**src/rtl/uart_pkg.sv**
```systemverilog
// Shared UART definitions: receiver state encoding and the frame data width
// common to uart_rx and uart_tx.
package uart_pkg;

  localparam int UART_DATA_BITS = 8;

  typedef enum logic [2:0] {
    RX_IDLE  = 3'd0,
    RX_START = 3'd1,
    RX_DATA  = 3'd2,
    RX_STOP  = 3'd3,
    RX_CLEAR = 3'd4,
    RX_BREAK = 3'd5
  } rx_state_t;

endpackage

```
**src/rtl/uart_sync_2ff.sv**
```systemverilog
// Two-flop synchroniser for a single asynchronous input; the reset value is
// chosen so that reset release never produces a spurious edge downstream.
module uart_sync_2ff #(
  parameter logic RESET_VAL = 1'b1
) (
  input  logic clk,
  input  logic rst,
  input  logic d,
  output logic q
);

  logic meta_r;
  logic sync_r;

  // Two-stage capture of the asynchronous input.
  always_ff @(posedge clk or posedge rst) begin
    if (rst) begin
      meta_r <= RESET_VAL;
      sync_r <= RESET_VAL;
    end else begin
      meta_r <= d;
      sync_r <= meta_r;
    end
  end

  assign q = sync_r;

endmodule

```
**src/rtl/uart_rx.sv**
```systemverilog
// 8N1 UART receiver: synchronises the serial line, samples each bit at its
// midpoint and presents good bytes with a one-cycle valid pulse.
module uart_rx
  import uart_pkg::*;
#(
  parameter int CLK_PER_BIT = 4
) (
  input  logic                      clk,
  input  logic                      rst,
  input  logic                      Rx_Serial,
  output logic                      Rx_dv,
  output logic [UART_DATA_BITS-1:0] Rx_Byte,
  output logic                      o_Rx_Active,
  output logic                      o_Frame_Err
);

  localparam int IDX_W = $clog2(UART_DATA_BITS);
  localparam logic [7:0] HALF_CNT = 8'((CLK_PER_BIT - 1) / 2);
  localparam logic [7:0] LAST_CNT = 8'(CLK_PER_BIT - 1);
  localparam logic [IDX_W-1:0] LAST_IDX = IDX_W'(UART_DATA_BITS - 1);

  logic                      rx_s;
  rx_state_t                 state_r, state_next_s;
  logic [7:0]                cnt_r, cnt_next_s;
  logic [IDX_W-1:0]          idx_r, idx_next_s;
  logic [UART_DATA_BITS-1:0] shift_r, shift_next_s;
  logic [UART_DATA_BITS-1:0] byte_r, byte_next_s;
  logic                      dv_r, dv_next_s;
  logic                      active_r, active_next_s;
  logic                      err_r, err_next_s;

  uart_sync_2ff #(.RESET_VAL(1'b1)) u_sync (
    .clk (clk),
    .rst (rst),
    .d   (Rx_Serial),
    .q   (rx_s)
  );

  // State and output registers.
  always_ff @(posedge clk or posedge rst) begin
    if (rst) begin
      state_r  <= RX_IDLE;
      cnt_r    <= 8'd0;
      idx_r    <= '0;
      shift_r  <= '0;
      byte_r   <= '0;
      dv_r     <= 1'b0;
      active_r <= 1'b0;
      err_r    <= 1'b0;
    end else begin
      state_r  <= state_next_s;
      cnt_r    <= cnt_next_s;
      idx_r    <= idx_next_s;
      shift_r  <= shift_next_s;
      byte_r   <= byte_next_s;
      dv_r     <= dv_next_s;
      active_r <= active_next_s;
      err_r    <= err_next_s;
    end
  end

  // Next-state logic; pulse outputs default low so each lasts one cycle.
  always_comb begin
    state_next_s  = state_r;
    cnt_next_s    = cnt_r;
    idx_next_s    = idx_r;
    shift_next_s  = shift_r;
    byte_next_s   = byte_r;
    dv_next_s     = 1'b0;
    active_next_s = active_r;
    err_next_s    = 1'b0;
    case (state_r)
      RX_IDLE: begin
        cnt_next_s = 8'd0;
        idx_next_s = '0;
        if (!rx_s) begin
          state_next_s = RX_START;
        end else begin
          state_next_s = RX_IDLE;
        end
      end
      RX_START: begin
        if (cnt_r == HALF_CNT) begin
          cnt_next_s = 8'd0;
          // A line already back high at mid-start was a glitch.
          if (!rx_s) begin
            active_next_s = 1'b1;
            state_next_s  = RX_DATA;
          end else begin
            state_next_s  = RX_IDLE;
          end
        end else begin
          cnt_next_s = cnt_r + 8'd1;
        end
      end
      RX_DATA: begin
        if (cnt_r == LAST_CNT) begin
          cnt_next_s          = 8'd0;
          shift_next_s[idx_r] = rx_s;
          if (idx_r == LAST_IDX) begin
            idx_next_s   = '0;
            state_next_s = RX_STOP;
          end else begin
            idx_next_s   = idx_r + 1'b1;
          end
        end else begin
          cnt_next_s = cnt_r + 8'd1;
        end
      end
      RX_STOP: begin
        if (cnt_r == LAST_CNT) begin
          cnt_next_s    = 8'd0;
          active_next_s = 1'b0;
          if (rx_s) begin
            byte_next_s  = shift_r;
            dv_next_s    = 1'b1;
            state_next_s = RX_CLEAR;
          end else begin
            err_next_s   = 1'b1;
            state_next_s = RX_BREAK;
          end
        end else begin
          cnt_next_s = cnt_r + 8'd1;
        end
      end
      RX_CLEAR: begin
        state_next_s = RX_IDLE;
      end
      RX_BREAK: begin
        // Wait for the line to return high so a held-low line fires only once.
        cnt_next_s = 8'd0;
        if (rx_s) begin
          state_next_s = RX_IDLE;
        end else begin
          state_next_s = RX_BREAK;
        end
      end
      default: begin
        state_next_s = RX_IDLE;
      end
    endcase
  end

  assign Rx_dv       = dv_r;
  assign Rx_Byte     = byte_r;
  assign o_Rx_Active = active_r;
  assign o_Frame_Err = err_r;

endmodule

```
**config.mk**
```make
export PLATFORM = sky130hd
export DESIGN_NAME = uart_rx
export DESIGN_NICKNAME = d
export VERILOG_FILES = /design/src/rtl/uart_pkg.sv /design/src/rtl/uart_sync_2ff.sv /design/src/rtl/uart_rx.sv
export SDC_FILE = /design/constraint.sdc
export NUM_CORES = 1
export LEC_CHECK = 0
export CAP_MARGIN = 20
export CORE_MARGIN = 2
export CORE_UTILIZATION = 56
export DETAILED_ROUTE_END_ITERATION = 6
export PLACE_DENSITY = 0.82
export SYNTH_ARGS = -nofsm -noshare
export SYNTH_HDL_FRONTEND = slang
export SYNTH_SLANG_ARGS = --single-unit
```
**constraint.sdc**
```tcl
create_clock -name clk -period 2.6 [get_ports clk]
set_clock_uncertainty 0.1 [all_clocks]
set_input_delay 0.39 -clock clk [delete_from_list [all_inputs] [get_ports clk]]
set_output_delay 0.39 -clock clk [all_outputs]
set_load 0.02 [all_outputs]
```
==> flow_summary_export.csv, run 1 <==
group,metric,value,unit
timing,rsz0062_at_grt,"no",
yosys,synth_area,1720,um2
pwr,p_per_area,792,nW/um2
critical_path,slowest_stage,"dfrtp_1",
floorplan,die_x,59.4,um
detailed_routing,wl_per_cell,15.6,um
clocking,cts_buffer_depth,2,
pwr,leakage,0.839,nW
detailed_routing,remaining_drc_errors,0,
clocking,cts_tree,"built",
yosys,synth_seq_area_share,0.511,
clocking,path_clk_slew,0.10,ns
critical_path,arrival,2.23,ns
detailed_routing,ant_nets,0,
timing,period_minus_slack,2.11,ns
timing,drv_slew,0,
pwr,internal-power,944,uW
pwr,clock_power_share,0.208,
timing,relSlewSlack,0.674,
grt,antenna_found_initial,0,
cells_and_area,area_growth_syn_to_layout,9.18,%
clocking,holdBufCountCts,0,
floorplan,core-area,2980,um2
clocking,ctsResizeCount,0,
floorplan,die_height,59.4,um
grt,grt.total_usage,0.207,
critical_path,path_cells,"nor4_4, and4_4, and3_2, mux2_2",
timing,setup-violations-final,0,
min_path,holdPathStages,0,
detailed_routing,wl,3030,um
place,hpwl,2160,um
pwr,switching_share,0.364,
grt,grt_max_degree,36,
timing,whs,0.263,ns
timing,fin_crit_sh,0.811,
detailed_routing,drt_pre_antenna_iters,4,
cells_and_area,antenna_cells,0,
detailed_routing,vias,1146,
flow_run,max_cap_violations,0,
floorplan,fp.dieArea,3530,um2
yosys,synth-seq-cells,35,
clocking,cts_root_buf,"clkbuf_4",
place,port_buffers,13,
yosys,netlist_instances,148,
grt,grt_pass1_wl,5330,um
critical_path,r2r_cells,4,
floorplan,start_util,0.577,
critical_path,crit_path_max_fanout,13,
yosys,synth_edf_count,0,
cells_and_area,n_fill_cell,235,
min_path,hold_class,"reg2reg",
yosys,synthFlopType,"dfrtp_1",
yosys,syn_area_per_cell,11.6,um2
floorplan,ios,14,
clocking,cts_buffers,5,
clocking,clk_latency,0.35,ns
timing,fin_setup_tns,0,ns
yosys,yosys.cell_types.count,43,
detailed_routing,drtIter0Drc,51,
pwr,pwr-share-comb,0.297,
critical_path,crit_path_start_kind,"flop",
timing,hold_viol,0,
grt,grt_pass1_vias,1131,
clocking,clkSinkCount,35,
critical_path,required,2.72,ns
critical_path,critPathMaxStageDelay,0.43,ns
yosys,synthArstFlopShare,1.00,
yosys,synth_warnings,0,
cells_and_area,drive_gt1_frac,0.211,
clocking,htree_levels,2,
critical_path,path_class,"reg2reg",
pwr,seqPwrFrac,0.495,
floorplan,rows,20,
pwr,ir_drop,0.438,mV
critical_path,crit_path_end_kind,"flop",
timing,max_freq,474,MHz
timing,worst_slew_pin_slew,0.488,ns
grt,grt-ovfl-total,0,
run_status,status,"finished, final reports clean",
yosys,synth_nets,155,
cells_and_area,layout.nets,167,
cells_and_area,finish.utilization,0.630,
detailed_routing,vias_per_cell,5.91,
clocking,post-cts-setup-buffers,0,
place,gp_congestion,0.826,
pwr,p_switching,541,uW
## routing by layer
layer | vias to the layer above | track usage | wire, um
met1 | 561 | 0.259 | 1250
met5 | - | 0 | 0
met3 | 3 | 0.0655 | 148
met4 | 0 | 0.0487 | 25
met2 | 31 | 0.349 | 1600
li1 | 551 | - | -
## logic make-up (layout without fill, tap and decap cells)
kind of cell	count (synthesis)	after routing	share of synthesized area
compound gates	23	23	0.0925
buf+inv	11	24	0.0517
flops	35	35	0.511
mux	18	18	0.118
simple gates	52	52	0.172
fa+ha+maj	4	4	0.0291
xor+xnor	5	5	0.0255
## registers in the layout, indices dropped and copies added, names as in the netlist
name / flops
shift_r: 8
o_Rx_Active: 1
state_r: 3
u_sync.meta_r: 1
cnt_r: 8
o_Frame_Err: 1
Rx_dv: 1
u_sync.q: 1
Rx_Byte: 8
idx_r: 3
## power by group through the flow
| stage | sequential (mW) | combinational, mW | clock, mW |
|---|---|---|---|
| after floorplan | 0.690 | 0.410 | 0 |
| after global placement | 0.733 | 0.418 | 0 |
| after detailed placement | 0.742 | 0.445 | 0 |
| after CTS | 0.732 | 0.446 | 0.316 |
| after global routing | 0.750 | 0.492 | 0.341 |
| final | 0.735 | 0.441 | 0.309 |
## final timing paths
check                         startpoint       endpoint  slack, ns
min reg2reg                u_sync.meta_r       u_sync.q       0.26
max reg2reg                     cnt_r[7]     Rx_Byte[0]       0.49
max                             cnt_r[7]     Rx_Byte[0]       0.49
min                        u_sync.meta_r       u_sync.q       0.26
min in group asynchronous            rst     state_r[2]       0.32
max in group asynchronous            rst  u_sync.meta_r       1.73
## stage by stage
| step | std cells | worst slack (ns) | total power, mW | cell area [um2] |
|---|---|---|---|---|
| 5_1_grt | 194 | 0.403 | 1.58 | 1880 |
| 3_5_place_dp | 186 | 0.511 | 1.19 | 1820 |
| 2_1_floorplan | 148 | 0.751 | 1.10 | 1720 |
| 6_report | 194 | 0.492 | 1.49 | 1880 |
| 3_3_place_gp | 186 | 0.621 | 1.15 | 1820 |
| 4_1_cts | 194 | 0.489 | 1.49 | 1880 |
## Yosys cell counts (2+ instances only)
master	n	area, um2
o21ai_0	2	10.0
nor3_1	2	10.0
nand2_1	8	30.0
o311ai_0	2	17.5
xnor2_1	4	35.0
clkbuf_1	2	7.51
a21oi_1	5	25.0
buf_6	3	33.8
clkbuf_8	2	27.5
a31oi_1	3	18.8
dfrtp_1	33	826
nor2_1	13	48.8
nand4_1	3	18.8
mux2_2	17	191
ha_1	4	50.1
a22o_1	3	26.3
inv_1	2	7.51
dfstp_2	2	52.6
nand3_1	10	50.1
a211oi_1	2	15.0
nand4b_1	4	35.0
## area by class of cell
class / count / area [um2] / share of cell area
clock buffer: 7 / 55.1 / 0.0294
clock inverter: 1 / 5.00 / 0.00267
inverter: 2 / 7.51 / 0.00400
multi-input combinational: 102 / 751 / 0.400
sequential: 35 / 878 / 0.468
tap: 33 / 41.3 / 0.0220
timing repair buffer: 14 / 138 / 0.0734
## worst max-delay path: cells and delay by family, from the launching register on
family,cells,cell delay (ns)
and+or+nand+nor,3,1.11
DFF,1,0.43
muxes,1,0.36
## cell usage in the layout (no fill, tap or decap), drive strengths merged, types with 2 or more instances in the layout
cell type and n:
a21oi 5, a22o 3, xnor2 4, dfstp 2, clkdlybuf4s50 13, nand2 8, nor2b 2, inv 2
clkbuf 7, o311ai 2, nand4 3, o21ai 2, nor3 2, nand4b 4, mux2 18, dfrtp 33
a31oi 3, a211oi 2, nor2 13, nand3 10, and2 2, ha 4
Power figures use the tool's default switching activity.
==> run 2, diff against run 1 <==
clock period = 1.98 ns   (was 2.6 ns; I/O delays follow)
==> run 2 against run 1 <==
  * Cell count grew 4.1%
  * Utilization increased by 2.1 points
  * Setup slack got worse by 0.39 ns
  * Sequential share of layout area is 1.5 points lower
  * Critical endpoint is now Rx_Byte[4]
==> flow_summary_export.csv, run 2 (same netlist as run 1, synthesis figures left out) <==
group,metric,value,unit
cells_and_area,final_common_cell,"dfrtp_1",
detailed_routing,drt_pre_antenna_iters,4,
pwr,ir_drop,0.612,mV
place,port_buffers,13,
critical_path,crit_path_end_kind,"flop",
cells_and_area,layout.nets,175,
clocking,clkSinkCount,35,
clocking,cts_tree,"built",
critical_path,slowest_stage,"dfrtp_1",
floorplan,die_x,59.4,um
clocking,clk_latency,0.34,ns
cells_and_area,antenna_cells,0,
grt,grt_max_degree,36,
cells_and_area,drive_gt1_frac,0.260,
timing,relSlewSlack,0.714,
cells_and_area,fin_cells,202,
grt,grt.total_usage,0.210,
detailed_routing,drtIter0Drc,29,
timing,max_freq,532,MHz
critical_path,regToRegSetupSlack,0.10,ns
critical_path,r2r_cells,4,
clocking,path_clk_slew,0.12,ns
critical_path,cp-startpoint,"cnt_r[6]",
critical_path,critPathMaxStageDelay,0.46,ns
critical_path,path_class,"reg2reg",
pwr,p_per_area,1040,nW/um2
detailed_routing,vias,1200,
timing,setup-violations-final,0,
floorplan,ios,14,
floorplan,die_height,59.4,um
floorplan,start_util,0.577,
timing,rsz0062_at_grt,"no",
floorplan,core-area,2980,um2
place,dp_cells,194,
timing,worst_slew_pin_slew,0.429,ns
detailed_routing,ant_nets,0,
critical_path,required,2.12,ns
timing,fin_setup_tns,0,ns
cells_and_area,area_growth_syn_to_layout,12.9,%
place,placed_cell_area,1880,um2
clocking,cts_root_buf,"clkbuf_4",
timing,drv_slew,0,
place,gp_congestion,0.778,
detailed_routing,wl_per_cell,15.6,um
cells_and_area,stdcell_area,1940,um2
grt,grt_pass1_wl,5260,um
clocking,cts_buffers,5,
pwr,leakage,0.872,nW
detailed_routing,remaining_drc_errors,0,
place,hpwl,2240,um
detailed_routing,wl,3150,um
timing,period_minus_slack,1.88,ns
critical_path,path_cells,"nor4_4, and4_4, and3_2, mux2_2",
run_status,status,"finished, final reports clean",
critical_path,crit_path_start_kind,"flop",
clocking,cts_buffer_depth,2,
min_path,hold_class,"in2async",
grt,antenna_found_initial,0,
cells_and_area,final_cell_mix,"dfrtp_1 (33), mux2_2 (17), nor2_1 (13), clkdlybuf4s50_1 (13), nand3_1 (10)",
timing,fin_crit_sh,0.949,
pwr,power,2.02,mW
flow_run,max_cap_violations,0,
clocking,htree_levels,2,
detailed_routing,vias_per_cell,5.94,
floorplan,rows,20,
critical_path,crit_path_max_fanout,8,
floorplan,fp.dieArea,3530,um2
critical_path,arrival,2.02,ns
timing,hold_viol,0,
critical_path,r2r_start,"cnt_r[6]",
grt,grt-ovfl-total,0,
cells_and_area,finish.utilization,0.651,
grt,grt_pass1_vias,1175,
## run 2: changes by cell type in the layout (fill, tap and decap cells not counted)
cell | previous run | this run
clkbuf_8 | 1 | 0
o22ai_2 | 0 | 1
clkbuf_1 | 1 | 0
clkinvlp_4 | 0 | 2
o22ai_1 | 1 | 0
buf_4 | 1 | 9
## run 2: layout make-up
cell class	count	area (um2)
inverters	2	7.51
fillers	246	1040
flip-flops and latches	35	878
well taps	33	41.3
clock buffers	5	37.5
repair buffers	22	198
multi-input cells	102	757
clock inverters	3	20.0
## run 2: layer usage
layer / wire, um / global-route usage
met5: 0 / 0
met4: 82 / 0.127
met3: 88 / 0.0611
met2: 1680 / 0.355
met1: 1300 / 0.231
## run 2: through the flow
stage | worst slack, ns | hold slack (ns)
6_report | 0.101 | 0.240
5_1_grt | 0.0255 | 0.233
4_1_cts | 0.108 | 0.225
3_5_place_dp | 0.124 | 0.248
3_3_place_gp | 0.187 | 0.246
2_1_floorplan | 0.131 | 0.201
## run 2: final timing paths
| check | end |
|---|---|
| worst max-delay path | Rx_Byte[4] |
| worst min-delay path | Rx_Byte[7] |
| worst max register to register | Rx_Byte[4] |
| worst min register to register | u_sync.q |
| max in group asynchronous | u_sync.q |
| min in group clk | u_sync.meta_r |
## run 2: worst max-delay path: cells and delay by family, from the launching register on
kind / cells / cell delay, ns
AND/OR/NAND/NOR: 3 / 0.85
flip-flops: 1 / 0.46
multiplexers: 1 / 0.35
## run 2: repair_timing
item                                   4_1_cts  5_1_grt
setup endpoints to repair                    0        1
hold buffers                                 0        0
setup buffers                                0        0
resized for setup                            0        1
endpoints found under the hold margin        0        0
## run 2: power breakdown
part           leakage (nW)  total [mW]  internal [mW]  switching, mW
sequential            0.471       0.909          0.807          0.102
combinational         0.374       0.728          0.334          0.395
clock                0.0272       0.382          0.135          0.247
==> run 3, diff against run 2 <==
CORE_MARGIN = 4   (was 2)
SETUP_SLACK_MARGIN = 0.3   (was not set)
==> run 3 against run 2 <==
  * Largest cell class unchanged
  * Clock power up 15%
  * Die area up 14%
  * Sequential share of layout area down 3.1 points
  * Setup slack better by 0.090 ns
  * Register-to-register slack better by 0.09 ns
  * Global-route usage down 2.1 points
  * Critical endpoint is now Rx_Byte[2]
  * Largest power group is now combinational cells
  * Critical path depth unchanged
  * Sequential cell count unchanged
==> flow_summary_export.csv, run 3 (same netlist as run 1, synthesis figures left out) <==
group,metric,value,unit
cells_and_area,finish.utilization,0.732,
cells_and_area,drive_gt1_frac,0.339,
clocking,clk_latency,0.34,ns
cells_and_area,stdcell_area,2090,um2
grt,grt_pass1_wl,5890,um
place,gp_congestion,0.841,
timing,whs,0.245,ns
critical_path,regToRegSetupSlack,0.19,ns
cells_and_area,final_common_cell,"dfrtp_1",
detailed_routing,drt_pre_antenna_iters,4,
cells_and_area,area_growth_syn_to_layout,21.6,%
grt,grt_pass1_vias,1286,
critical_path,crit_path_max_fanout,8,
critical_path,arrival,1.92,ns
floorplan,core-area,2850,um2
cells_and_area,antenna_cells,0,
floorplan,start_util,0.602,
run_status,status,"finished, final reports clean",
flow_run,max_cap_violations,0,
timing,hold_viol,0,
place,port_buffers,13,
grt,grt.total_usage,0.189,
critical_path,crit_path_end_kind,"flop",
cells_and_area,layout.nets,183,
timing,worst_slew_pin_slew,0.431,ns
timing,period_minus_slack,1.79,ns
clocking,cts_buffers,5,
timing,rsz0062_at_grt,"yes",
critical_path,crit_path_start_kind,"flop",
clocking,clkSinkCount,35,
timing,drv_slew,0,
critical_path,rr_endpoint,"Rx_Byte[2]",
detailed_routing,vias,1251,
detailed_routing,wl_per_cell,16.7,um
floorplan,die_height,63.4,um
clocking,cts_root_buf,"clkbuf_4",
place,placed_cell_area,1880,um2
detailed_routing,wl,3480,um
floorplan,die_x,63.4,um
floorplan,fp.dieArea,4020,um2
grt,antenna_found_initial,0,
detailed_routing,remaining_drc_errors,0,
pwr,ir_drop,0.605,mV
timing,fin_setup_tns,0,ns
clocking,cts_tree,"built",
timing,relSlewSlack,0.713,
cells_and_area,n_fill_cell,212,
cells_and_area,final_cell_mix,"dfrtp_1 (31), mux2_2 (16), buf_4 (14)",
critical_path,path_class,"reg2reg",
timing,fin_crit_sh,0.903,
detailed_routing,ant_nets,0,
timing,setup-violations-final,0,
detailed_routing,vias_per_cell,6.01,
floorplan,rows,19,
clocking,cts_buffer_depth,2,
critical_path,required,2.11,ns
floorplan,ios,14,
critical_path,r2r_cells,4,
min_path,hold_class,"in2async",
clocking,path_clk_slew,0.10,ns
timing,max_freq,559,MHz
cells_and_area,seqCellArea,881,um2
place,hpwl,2220,um
cells_and_area,multi_input_area,838,um2
critical_path,r2r_start,"cnt_r[7]",
pwr,leakage,0.979,nW
clocking,htree_levels,2,
grt,grt_max_degree,36,
detailed_routing,drtIter0Drc,110,
pwr,p_per_area,1100,nW/um2
grt,grt-ovfl-total,0,
## run 3: cell types whose count changed in the layout (fill, tap and decap cells not counted), moves of 2 or more
cell / before / now
dfrtp_2: 0 / 2
ha_1: 4 / 2
buf_6: 0 / 3
clkinvlp_4: 2 / 0
buf_4: 9 / 14
dfrtp_1: 33 / 31
nand3_1: 10 / 8
clkdlybuf4s50_1: 13 / 2
clkbuf_8: 0 / 2
a211oi_1: 2 / 0
dlygate4sd2_1: 0 / 11
## run 3: cell type report
type,instances,area share
clock buffer,8,0.0329
timing repair buffer,30,0.122
multi-input combinational,102,0.401
inverter,2,0.00359
tap,31,0.0186
sequential,35,0.422
## run 3: metal layers
layer | share of wire | wire [um] | GRT usage
met5 | 0 | 0 | 0
met4 | 0.017 | 60 | 0.0863
met3 | 0.041 | 142 | 0.0551
met2 | 0.50 | 1750 | 0.289
met1 | 0.44 | 1530 | 0.246
## run 3: timing repair
action                                  in CTS  in global routing
endpoints found under the setup margin      34                 27
buffers inserted                             5                  2
pin swaps                                    0                 11
hold buffers                                 0                  0
gates resized for setup                     17                 14
## run 3: critical path: stages (launching register included)
cell	delay, ns
dfrtp_1	0.42
nor4_4	0.29
and4_4	0.27
and3_4	0.26
mux2_2	0.35
## run 3: worst max path at each step
stage	start	cells past startpoint	to	slack [ns]
2_1_floorplan	cnt_r[7]	5	Rx_Byte[0]	0.13
3_3_place_gp	cnt_r[0]	5	cnt_r[7]	0.20
3_5_place_dp	cnt_r[6]	4	Rx_Byte[6]	0.16
4_1_cts	cnt_r[7]	4	Rx_Byte[6]	0.16
5_1_grt	cnt_r[7]	4	Rx_Byte[5]	0.09
6_report	cnt_r[7]	4	Rx_Byte[2]	0.19
## run 3: through the flow
step           setup WS, ns  power [mW]  instances
2_1_floorplan         0.134        1.45        148
3_3_place_gp          0.197        1.62        193
3_5_place_dp          0.156        1.66        193
4_1_cts               0.162        2.16        206
5_1_grt              0.0900        2.46        208
6_report              0.191        2.30        208
## run 3: power breakdown
part / internal (mW) / leakage, nW / switching, mW
Combinational: 0.446 / 0.473 / 0.487
Clock: 0.209 / 0.0386 / 0.230
Sequential: 0.811 / 0.468 / 0.118
Total: 1.47 / 0.979 / 0.835
